--- src/rtl/queue_controller.sv ---
`default_nettype none
// +--------------------------------------------------------------------------+
// | Module   : queue_controller                                              |
// | Brief    : Initiator-side controller for the 8-entry byte queue. Takes   |
// |            producer bytes over valid/ready, issues enqueue pulses with   |
// |            bounded retry on nack, and services latched read requests     |
// |            with dequeue pulses and a one-cycle rd_valid strobe.          |
// | Revision : 1.0 - initial release                                         |
// +--------------------------------------------------------------------------+
module queue_controller #(
    parameter int DATA_W    = 8,
    parameter int DEPTH     = 8,
    parameter int MAX_RETRY = 4
) (
    input  logic                         clk_10khz,
    input  logic                         reset,
    input  logic                         wr_valid,
    input  logic [DATA_W-1:0]            wr_data,
    output logic                         wr_ready,
    output logic                         wr_done,
    output logic                         wr_err,
    input  logic                         rd_req,
    output logic                         rd_valid,
    output logic [DATA_W-1:0]            rd_data,
    output logic                         rd_empty_err,
    output logic [DATA_W-1:0]            q_data,
    output logic                         q_enqueue,
    output logic                         q_dequeue,
    input  logic                         q_ack,
    input  logic [$clog2(DEPTH+1)-1:0]   q_len,
    input  logic [DATA_W-1:0]            q_data_out,
    output logic                         busy
);

    localparam logic [2:0] c_S_IDLE     = 3'd0;
    localparam logic [2:0] c_S_ENQ      = 3'd1;
    localparam logic [2:0] c_S_ENQ_WAIT = 3'd2;
    localparam logic [2:0] c_S_DEQ      = 3'd3;
    localparam logic [2:0] c_S_DEQ_WAIT = 3'd4;

    // One extra bit so the counter can never wrap before the drop decision.
    localparam int                   c_RETRY_W    = $clog2(MAX_RETRY) + 1;
    localparam logic [c_RETRY_W-1:0] c_RETRY_LAST = c_RETRY_W'(MAX_RETRY - 1);

    logic [2:0]           r_state;
    logic [2:0]           w_next_state;
    logic                 r_rd_pend;
    logic                 r_wr_held;
    logic [c_RETRY_W-1:0] r_retry_cnt;
    logic [DATA_W-1:0]    r_q_data;
    logic [DATA_W-1:0]    r_rd_data;
    logic                 r_wr_done;
    logic                 r_wr_err;
    logic                 r_rd_valid;
    logic                 r_rd_empty_err;

    logic w_q_nonempty;
    logic w_capture;
    logic w_ack_done;
    logic w_drop;
    logic w_empty_err;
    logic w_retry_inc;
    logic w_rd_done;

    assign w_q_nonempty = (q_len != '0);

    // State register.
    always_ff @(posedge clk_10khz) begin
        if (reset) begin
            r_state <= c_S_IDLE;
        end else begin
            r_state <= w_next_state;
        end
    end

    // Next-state and per-cycle control decode; reads take priority over new writes.
    always_comb begin
        w_next_state = r_state;
        w_capture    = 1'b0;
        w_ack_done   = 1'b0;
        w_drop       = 1'b0;
        w_empty_err  = 1'b0;
        w_retry_inc  = 1'b0;
        w_rd_done    = 1'b0;
        case (r_state)
            c_S_IDLE: begin
                if (r_rd_pend && w_q_nonempty) begin
                    w_next_state = c_S_DEQ;
                end else if (r_rd_pend) begin
                    w_empty_err = 1'b1;
                end else if (wr_valid && wr_ready) begin
                    w_capture    = 1'b1;
                    w_next_state = c_S_ENQ;
                end
            end
            c_S_ENQ: begin
                w_next_state = c_S_ENQ_WAIT;
            end
            c_S_ENQ_WAIT: begin
                if (q_ack) begin
                    w_ack_done   = 1'b1;
                    w_next_state = c_S_IDLE;
                end else if (r_retry_cnt == c_RETRY_LAST) begin
                    w_drop       = 1'b1;
                    w_next_state = c_S_IDLE;
                end else begin
                    // Slip a pending read in between retries so a full queue can drain.
                    w_retry_inc  = 1'b1;
                    w_next_state = (r_rd_pend && w_q_nonempty) ? c_S_DEQ : c_S_ENQ;
                end
            end
            c_S_DEQ: begin
                w_next_state = c_S_DEQ_WAIT;
            end
            c_S_DEQ_WAIT: begin
                w_rd_done    = 1'b1;
                w_next_state = r_wr_held ? c_S_ENQ : c_S_IDLE;
            end
            default: begin
                w_next_state = c_S_IDLE;
            end
        endcase
    end

    // Held write byte, its retry counter and completion pulses.
    always_ff @(posedge clk_10khz) begin
        if (reset) begin
            r_wr_held   <= 1'b0;
            r_retry_cnt <= '0;
            r_q_data    <= '0;
            r_wr_done   <= 1'b0;
            r_wr_err    <= 1'b0;
        end else begin
            r_wr_done <= w_ack_done;
            r_wr_err  <= w_drop;
            if (w_capture) begin
                r_q_data    <= wr_data;
                r_wr_held   <= 1'b1;
                r_retry_cnt <= '0;
            end else begin
                if (w_ack_done || w_drop) begin
                    r_wr_held <= 1'b0;
                end
                if (w_retry_inc) begin
                    r_retry_cnt <= r_retry_cnt + c_RETRY_W'(1);
                end
            end
        end
    end

    // Read request latch, returned byte and read-side pulses; service clears win over new pulses.
    always_ff @(posedge clk_10khz) begin
        if (reset) begin
            r_rd_pend      <= 1'b0;
            r_rd_data      <= '0;
            r_rd_valid     <= 1'b0;
            r_rd_empty_err <= 1'b0;
        end else begin
            r_rd_valid     <= w_rd_done;
            r_rd_empty_err <= w_empty_err;
            if (w_rd_done) begin
                r_rd_data <= q_data_out;
            end
            if (w_rd_done || w_empty_err) begin
                r_rd_pend <= 1'b0;
            end else if (rd_req) begin
                r_rd_pend <= 1'b1;
            end
        end
    end

    assign wr_ready     = (r_state == c_S_IDLE) && !r_wr_held && !r_rd_pend && !reset;
    assign wr_done      = r_wr_done;
    assign wr_err       = r_wr_err;
    assign rd_valid     = r_rd_valid;
    assign rd_data      = r_rd_data;
    assign rd_empty_err = r_rd_empty_err;
    assign q_data       = r_q_data;
    assign q_enqueue    = (r_state == c_S_ENQ);
    assign q_dequeue    = (r_state == c_S_DEQ);
    assign busy         = (r_state != c_S_IDLE) || r_rd_pend || r_wr_held;

endmodule
`default_nettype wire

--- config.mk ---
export PLATFORM = sky130hd
export DESIGN_NAME = queue_controller
export DESIGN_NICKNAME = d
export VERILOG_FILES = /design/src/rtl/queue_controller.sv
export SDC_FILE = /design/constraint.sdc
export NUM_CORES = 1
export LEC_CHECK = 0
export BUFFER_PORTS_ARGS = -buffer_cell sky130_fd_sc_hd__buf_2
export CORE_AREA = 2 2 52 54
export DETAILED_ROUTE_END_ITERATION = 8
export DIE_AREA = 0 0 54 56
export PLACE_DENSITY = 0.81
export SYNTH_ARGS = -nofsm -noshare
export SYNTH_HDL_FRONTEND = slang
export SYNTH_SLANG_ARGS = --single-unit
--- constraint.sdc ---
create_clock -name clk_10khz -period 4.3 [get_ports clk_10khz]
set_input_delay 0.43 -clock clk_10khz [delete_from_list [all_inputs] [get_ports clk_10khz]]
set_output_delay 0.43 -clock clk_10khz [all_outputs]
set_load 0.005 [all_outputs]
# After elaboration in Yosys (flattened, before gate mapping)
# Cells that the tools add are included.
[totals]
wordCells = 63
out_inout_bits = 24
reg_bits = 28
[classes]
n_addsub = 1
eq_ne = 7
reduce_logical = 19
muxes = 26
[op_table]
columns = ["operator", "n"]
rows = [
  ["$mux W1", 19],
  ["$pmux W3 S5", 1],
  ["$eq A3 B2 Y1 const B", 3],
  ["$mux W3", 3],
  ["$mux W2", 3],
  ["$ne A3 B3 Y1 const B", 2],
  ["$logic_and A1 B1 Y1", 5],
  ["$logic_or A1 B1 Y1", 4],
  ["$reduce_bool A4 Y1", 1],
  ["$reduce_or A2 Y1", 2],
  ["$add A3 B1 Y3 const B", 1],
  ["$eq A3 B1 Y1 const B", 1],
  ["$eq A3 B3 Y1 const B", 1],
  ["$logic_not A1 Y1", 3],
  ["$logic_not A3 Y1", 1],
  ["$reduce_bool A3 Y1", 1],
  ["$reduce_and A2 Y1", 1],
  ["$reduce_bool A2 Y1", 1],
]

# Logic depth before layout (Yosys ltp)
[depth]
depth_word = 10
mapped_depth = 5

# Least setup slack after synthesis
# OpenSTA, ideal clock, no wires.
[synth_path]
path_type = "register to register"
from = "register r_state[1]"
to = "register r_state[0]"
setup_slack_ps = 2602
t_required_ps = 4226
stages_incl_launch_ff = 6
period_less_slack_ps = 1698
setup_ps = 74
t_arrival_ps = 1623
path_cell_list = "dfxtp_1 buf_6 or4_4 or4_1 buf_4 a31oi_2"
[synth_via]
elab_chain_len = 7
word_cells_on_any_way = 13
[synth_lines]
columns = ["item", "line_no", "source"]
rows = [
  ["from (decl)", "45", "logic [2:0] r_state;"],
  ["from (signal assigned)", "70", "r_state <= c_S_IDLE;"],
  ["from (signal assigned)", "72", "r_state <= w_next_state;"],
  ["$logic_not A3 Y1", "85, 172", ""],
  ["$logic_and A1 B1 Y1 (3 in a row)", "172", "assign wr_ready = (r_state == c_S_IDLE) && !r_wr_held && !r_rd_pend && !reset;"],
  ["$logic_and A1 B1 Y1", "91", "end else if (wr_valid && wr_ready) begin"],
  ["$ne A3 B3 Y1 (no line)", "--", ""],
  ["$reduce_and A2 Y1 (no line)", "--", ""],
]
# Parallel ways exist; a longest one is shown, timed or not.
# A chain may end at the register's enable or synchronous reset.

# Final worst setup path
[layout_path]
from = "register r_state[1]"
to = "output wr_ready"
[layout_via]
elab_chain_len = 4
[layout_lines]
columns = ["item", "line_no", "source"]
rows = [
  ["$logic_not A3 Y1", "172", ""],
  ["$logic_and A1 B1 Y1 (3 in a row)", "172", ""],
  ["to (decl)", "19", "output logic wr_ready,"],
]
# No other way between the ends.

==> impl_metrics.env <==
export IMPL_root_buffer="clkbuf_4"
export IMPL_n_antenna_cell=0
export IMPL_tightest_slew_ns=0.589
export IMPL_drtAntennaViolNets=0
export IMPL_fin_tns_setup_ns=0
export IMPL_cp_cell_sequence="or4_4, nor3_1, buf_2"
export IMPL_seq_area_frac_synth=0.482
export IMPL_grt_usage=0.176
export IMPL_ir_worst_vdd_mv=0.223
export IMPL_cts_hold_buffers=0
export IMPL_min_path_cells=3
export IMPL_hold_viol=0
export IMPL_final_cell_mix="buf_2 (48), dfxtp_1 (28), nor2_1 (12)"
export IMPL_fmax_mhz=477
export IMPL_hp_class="input pin to register"
export IMPL_period_share=0.488
export IMPL_fin_area_um2=1440
export IMPL_synth_top_area_share=0.482
export IMPL_synth_top_family_by_area="compound AO/OA/AOI/OAI gates"
export IMPL_avgSynthCellArea_um2=9.46
export IMPL_crit_path_end_kind="output port"
export IMPL_synth_compound_area_share=0.177
export IMPL_crit_fanout=11
export IMPL_reg2reg_slack_ns=2.35
export IMPL_syn_nets=150
export IMPL_grt_pass1_wl_um=4110
export IMPL_synthSimpleGateAreaFrac=0.174
export IMPL_clock_sink_count=28
export IMPL_die_y_um=56
export IMPL_cts_made_buffers=3
export IMPL_rr_worst_depth=3
export IMPL_max_cap_viol_count=0
export IMPL_coreArea_um2=2430
export IMPL_p_leak_nw=0.677
export IMPL_nets=195
export IMPL_ctsResizeCount=0
export IMPL_cts_max_level=1
export IMPL_synthCells=123
export IMPL_clk_latency_ns=0.32
export IMPL_clk_path_buf_depth=2
export IMPL_totalPowerFinal_mw=0.501
export IMPL_ys_types=32
export IMPL_r2r_start="r_state[1]$_SDFFE_PP0P_"
export IMPL_worst_hold_path_endpoint="q_data[7]$_SDFFE_PP0P_"
export IMPL_area_growth_synth_to_final_pct=23.5
export IMPL_numPortBuffers=48
export IMPL_drive_gt1_frac=0.335
export IMPL_yosysTopAreaCell="dfxtp_1"
export IMPL_dp_cells=193
export IMPL_r2r_end="r_state[0]$_SDFFE_PP0P_"
export IMPL_die_x_um=54
export IMPL_path_clk_slew_ns=0.14
export IMPL_fillers=229
export IMPL_cp_num_buf_inv=1
export IMPL_period_minus_slack_ns=2.10
export IMPL_num_io_pins=49
export IMPL_ys_ff_latch=28
export IMPL_drc=0
export IMPL_antenna_found_initial=0
export IMPL_hpwl_um=1850
export IMPL_required_ns=3.87
export IMPL_powerDensity_nw_per_um2=349
export IMPL_holdCritStartpoint="wr_data[7]"
export IMPL_finalNonFillerCells=197
export IMPL_row_count=18
export IMPL_cp_start_kind="register"
export IMPL_ys_warn_count=0
export IMPL_route_vias_total=1040
export IMPL_muxShareOfSynthArea=0.0688
export IMPL_setup_viol=0
export IMPL_post_cts_buffers=0
export IMPL_arrival_ns=1.67
export IMPL_grt_max_degree=22
export IMPL_drtPass1Iterations=4
export IMPL_cpPeakStageDelay_ns=0.64
export IMPL_gr_total_overflow=0
export IMPL_synth_fa_ha_area_frac=0.0215
export IMPL_finClkSkew_ns=0.00438
export IMPL_layout_commonest_cell="buf_2"
export IMPL_via_per_inst=5.28
export IMPL_status="finished, final reports clean"
export IMPL_wl_per_cell_um=12.7
export IMPL_synthXorXnorAreaFrac=0
export IMPL_tritoncts="yes"
export IMPL_slew_headroom=0.606
export IMPL_path_delay_family="simple AND/OR/NAND/NOR gates"
export IMPL_synth_area_um2=1160
export IMPL_drt_wl_total_um=2500
export IMPL_place_gp_congestion=0.791
export IMPL_dieArea_um2=3020
export IMPL_start_util=0.478
export IMPL_synth_area_top_cells="dfxtp_1 (48%), mux2i_1 (6.9%), o311ai_0 (6.0%)"
export IMPL_grt_pass1_vias=927
export IMPL_worst_setup_path_type="register to output port"
export IMPL_place_area_um2=1400
export IMPL_crit_path_top_delay_cell="or4_4"
export IMPL_slew_viol_final=0
export IMPL_initialDrtViolationCount=13
export IMPL_rsz0062_at_grt="no"
## flip-flops by register name, summed over array words and instances (netlist names)
register      cells
r_state           3
r_retry_cnt       3
wr_done           1
rd_empty_err      1
q_data            8
rd_data           8
wr_err            1
r_wr_held         1
rd_valid          1
r_rd_pend         1
## cell families (layout without fill, tap and decap cells)
logic type      count (synthesis)  in the layout
simple gates                   36             36
compound gates                 29             29
flops                          28             28
buf+inv                        20             64
mux                             8              8
fa+ha+maj                       2              2
## per-stage QoR
stage	hold slack (ns)	setup WS (ns)	utilization
final	0.326	2.20	0.591
after global placement	0.463	2.43	0.576
after CTS	0.314	2.20	0.591
after detailed placement	0.473	2.40	0.576
after floorplan	0.452	2.60	-
after global routing	0.310	2.10	0.591
## layer usage
metal | vias up | global-route usage | wire [um]
met2 | 32 | 0.270 | 1200
met3 | 2 | 0.0296 | 135
met4 | 0 | 0.0536 | 15
li1 | 537 | - | -
met1 | 469 | 0.249 | 1140
met5 | - | 0 | 0
## worst reg2reg max path, stage by stage, from the launching register on
cell	delay (ns)
dfxtp_1	0.42
or4_4	0.64
or4_1	0.62
a31oi_2	0.22
## where the power goes
group | total (mW) | switching (mW) | internal [mW] | leakage, nW
sequential | 0.295 | 0.0196 | 0.275 | 0.228
clock | 0.124 | 0.0724 | 0.0518 | 0.0210
combinational | 0.0825 | 0.0431 | 0.0394 | 0.428
## area by class of cell
class / instances / area (um^2) / area share
multi-input cells: 75 / 514 / 0.358
inverters: 11 / 41.3 / 0.0287
clock buffers: 4 / 36.3 / 0.0252
flip-flops and latches: 28 / 561 / 0.390
well taps: 30 / 37.5 / 0.0261
repair buffers: 49 / 248 / 0.172
## Yosys cell counts
| cell type | instances |
|---|---|
| and3_1 | 2 |
| nand2b_1 | 1 |
| and2_1 | 2 |
| a2111oi_0 | 1 |
| mux2i_1 | 8 |
| nor3_1 | 2 |
| clkbuf_1 | 5 |
| nor2_1 | 12 |
| o21ai_1 | 8 |
| nor3b_1 | 3 |
| a21oi_1 | 4 |
| nor4b_1 | 1 |
| a31oi_2 | 1 |
| nand3b_1 | 1 |
| inv_1 | 11 |
| or4_4 | 1 |
| buf_2 | 2 |
| nand2_1 | 3 |
| ha_1 | 2 |
| buf_4 | 1 |
| o31ai_1 | 4 |
| o211ai_1 | 1 |
| o31a_1 | 1 |
| nand3_1 | 2 |
| a311oi_1 | 1 |
| dfxtp_1 | 28 |
| buf_6 | 1 |
| or3b_2 | 1 |
| o311ai_0 | 8 |
| nor4_1 | 2 |
| and3b_1 | 1 |
| or4_1 | 2 |
## how the worst max path moves through the flow
| stage | to | start | depth (start not counted) | slack [ns] |
|---|---|---|---|---|
| 2_1_floorplan | r_state[0]$_SDFFE_PP0P_ | r_state[1]$_SDFFE_PP0P_ | 5 | 2.60 |
| 3_3_place_gp | r_state[0]$_SDFFE_PP0P_ | r_state[1]$_SDFFE_PP0P_ | 3 | 2.43 |
| 3_5_place_dp | r_state[0]$_SDFFE_PP0P_ | r_state[1]$_SDFFE_PP0P_ | 3 | 2.40 |
| 4_1_cts | wr_ready | r_state[1]$_SDFFE_PP0P_ | 3 | 2.20 |
| 5_1_grt | wr_ready | r_state[1]$_SDFFE_PP0P_ | 3 | 2.10 |
| 6_report | wr_ready | r_state[1]$_SDFFE_PP0P_ | 3 | 2.20 |
Power figures use the tool's default switching activity.
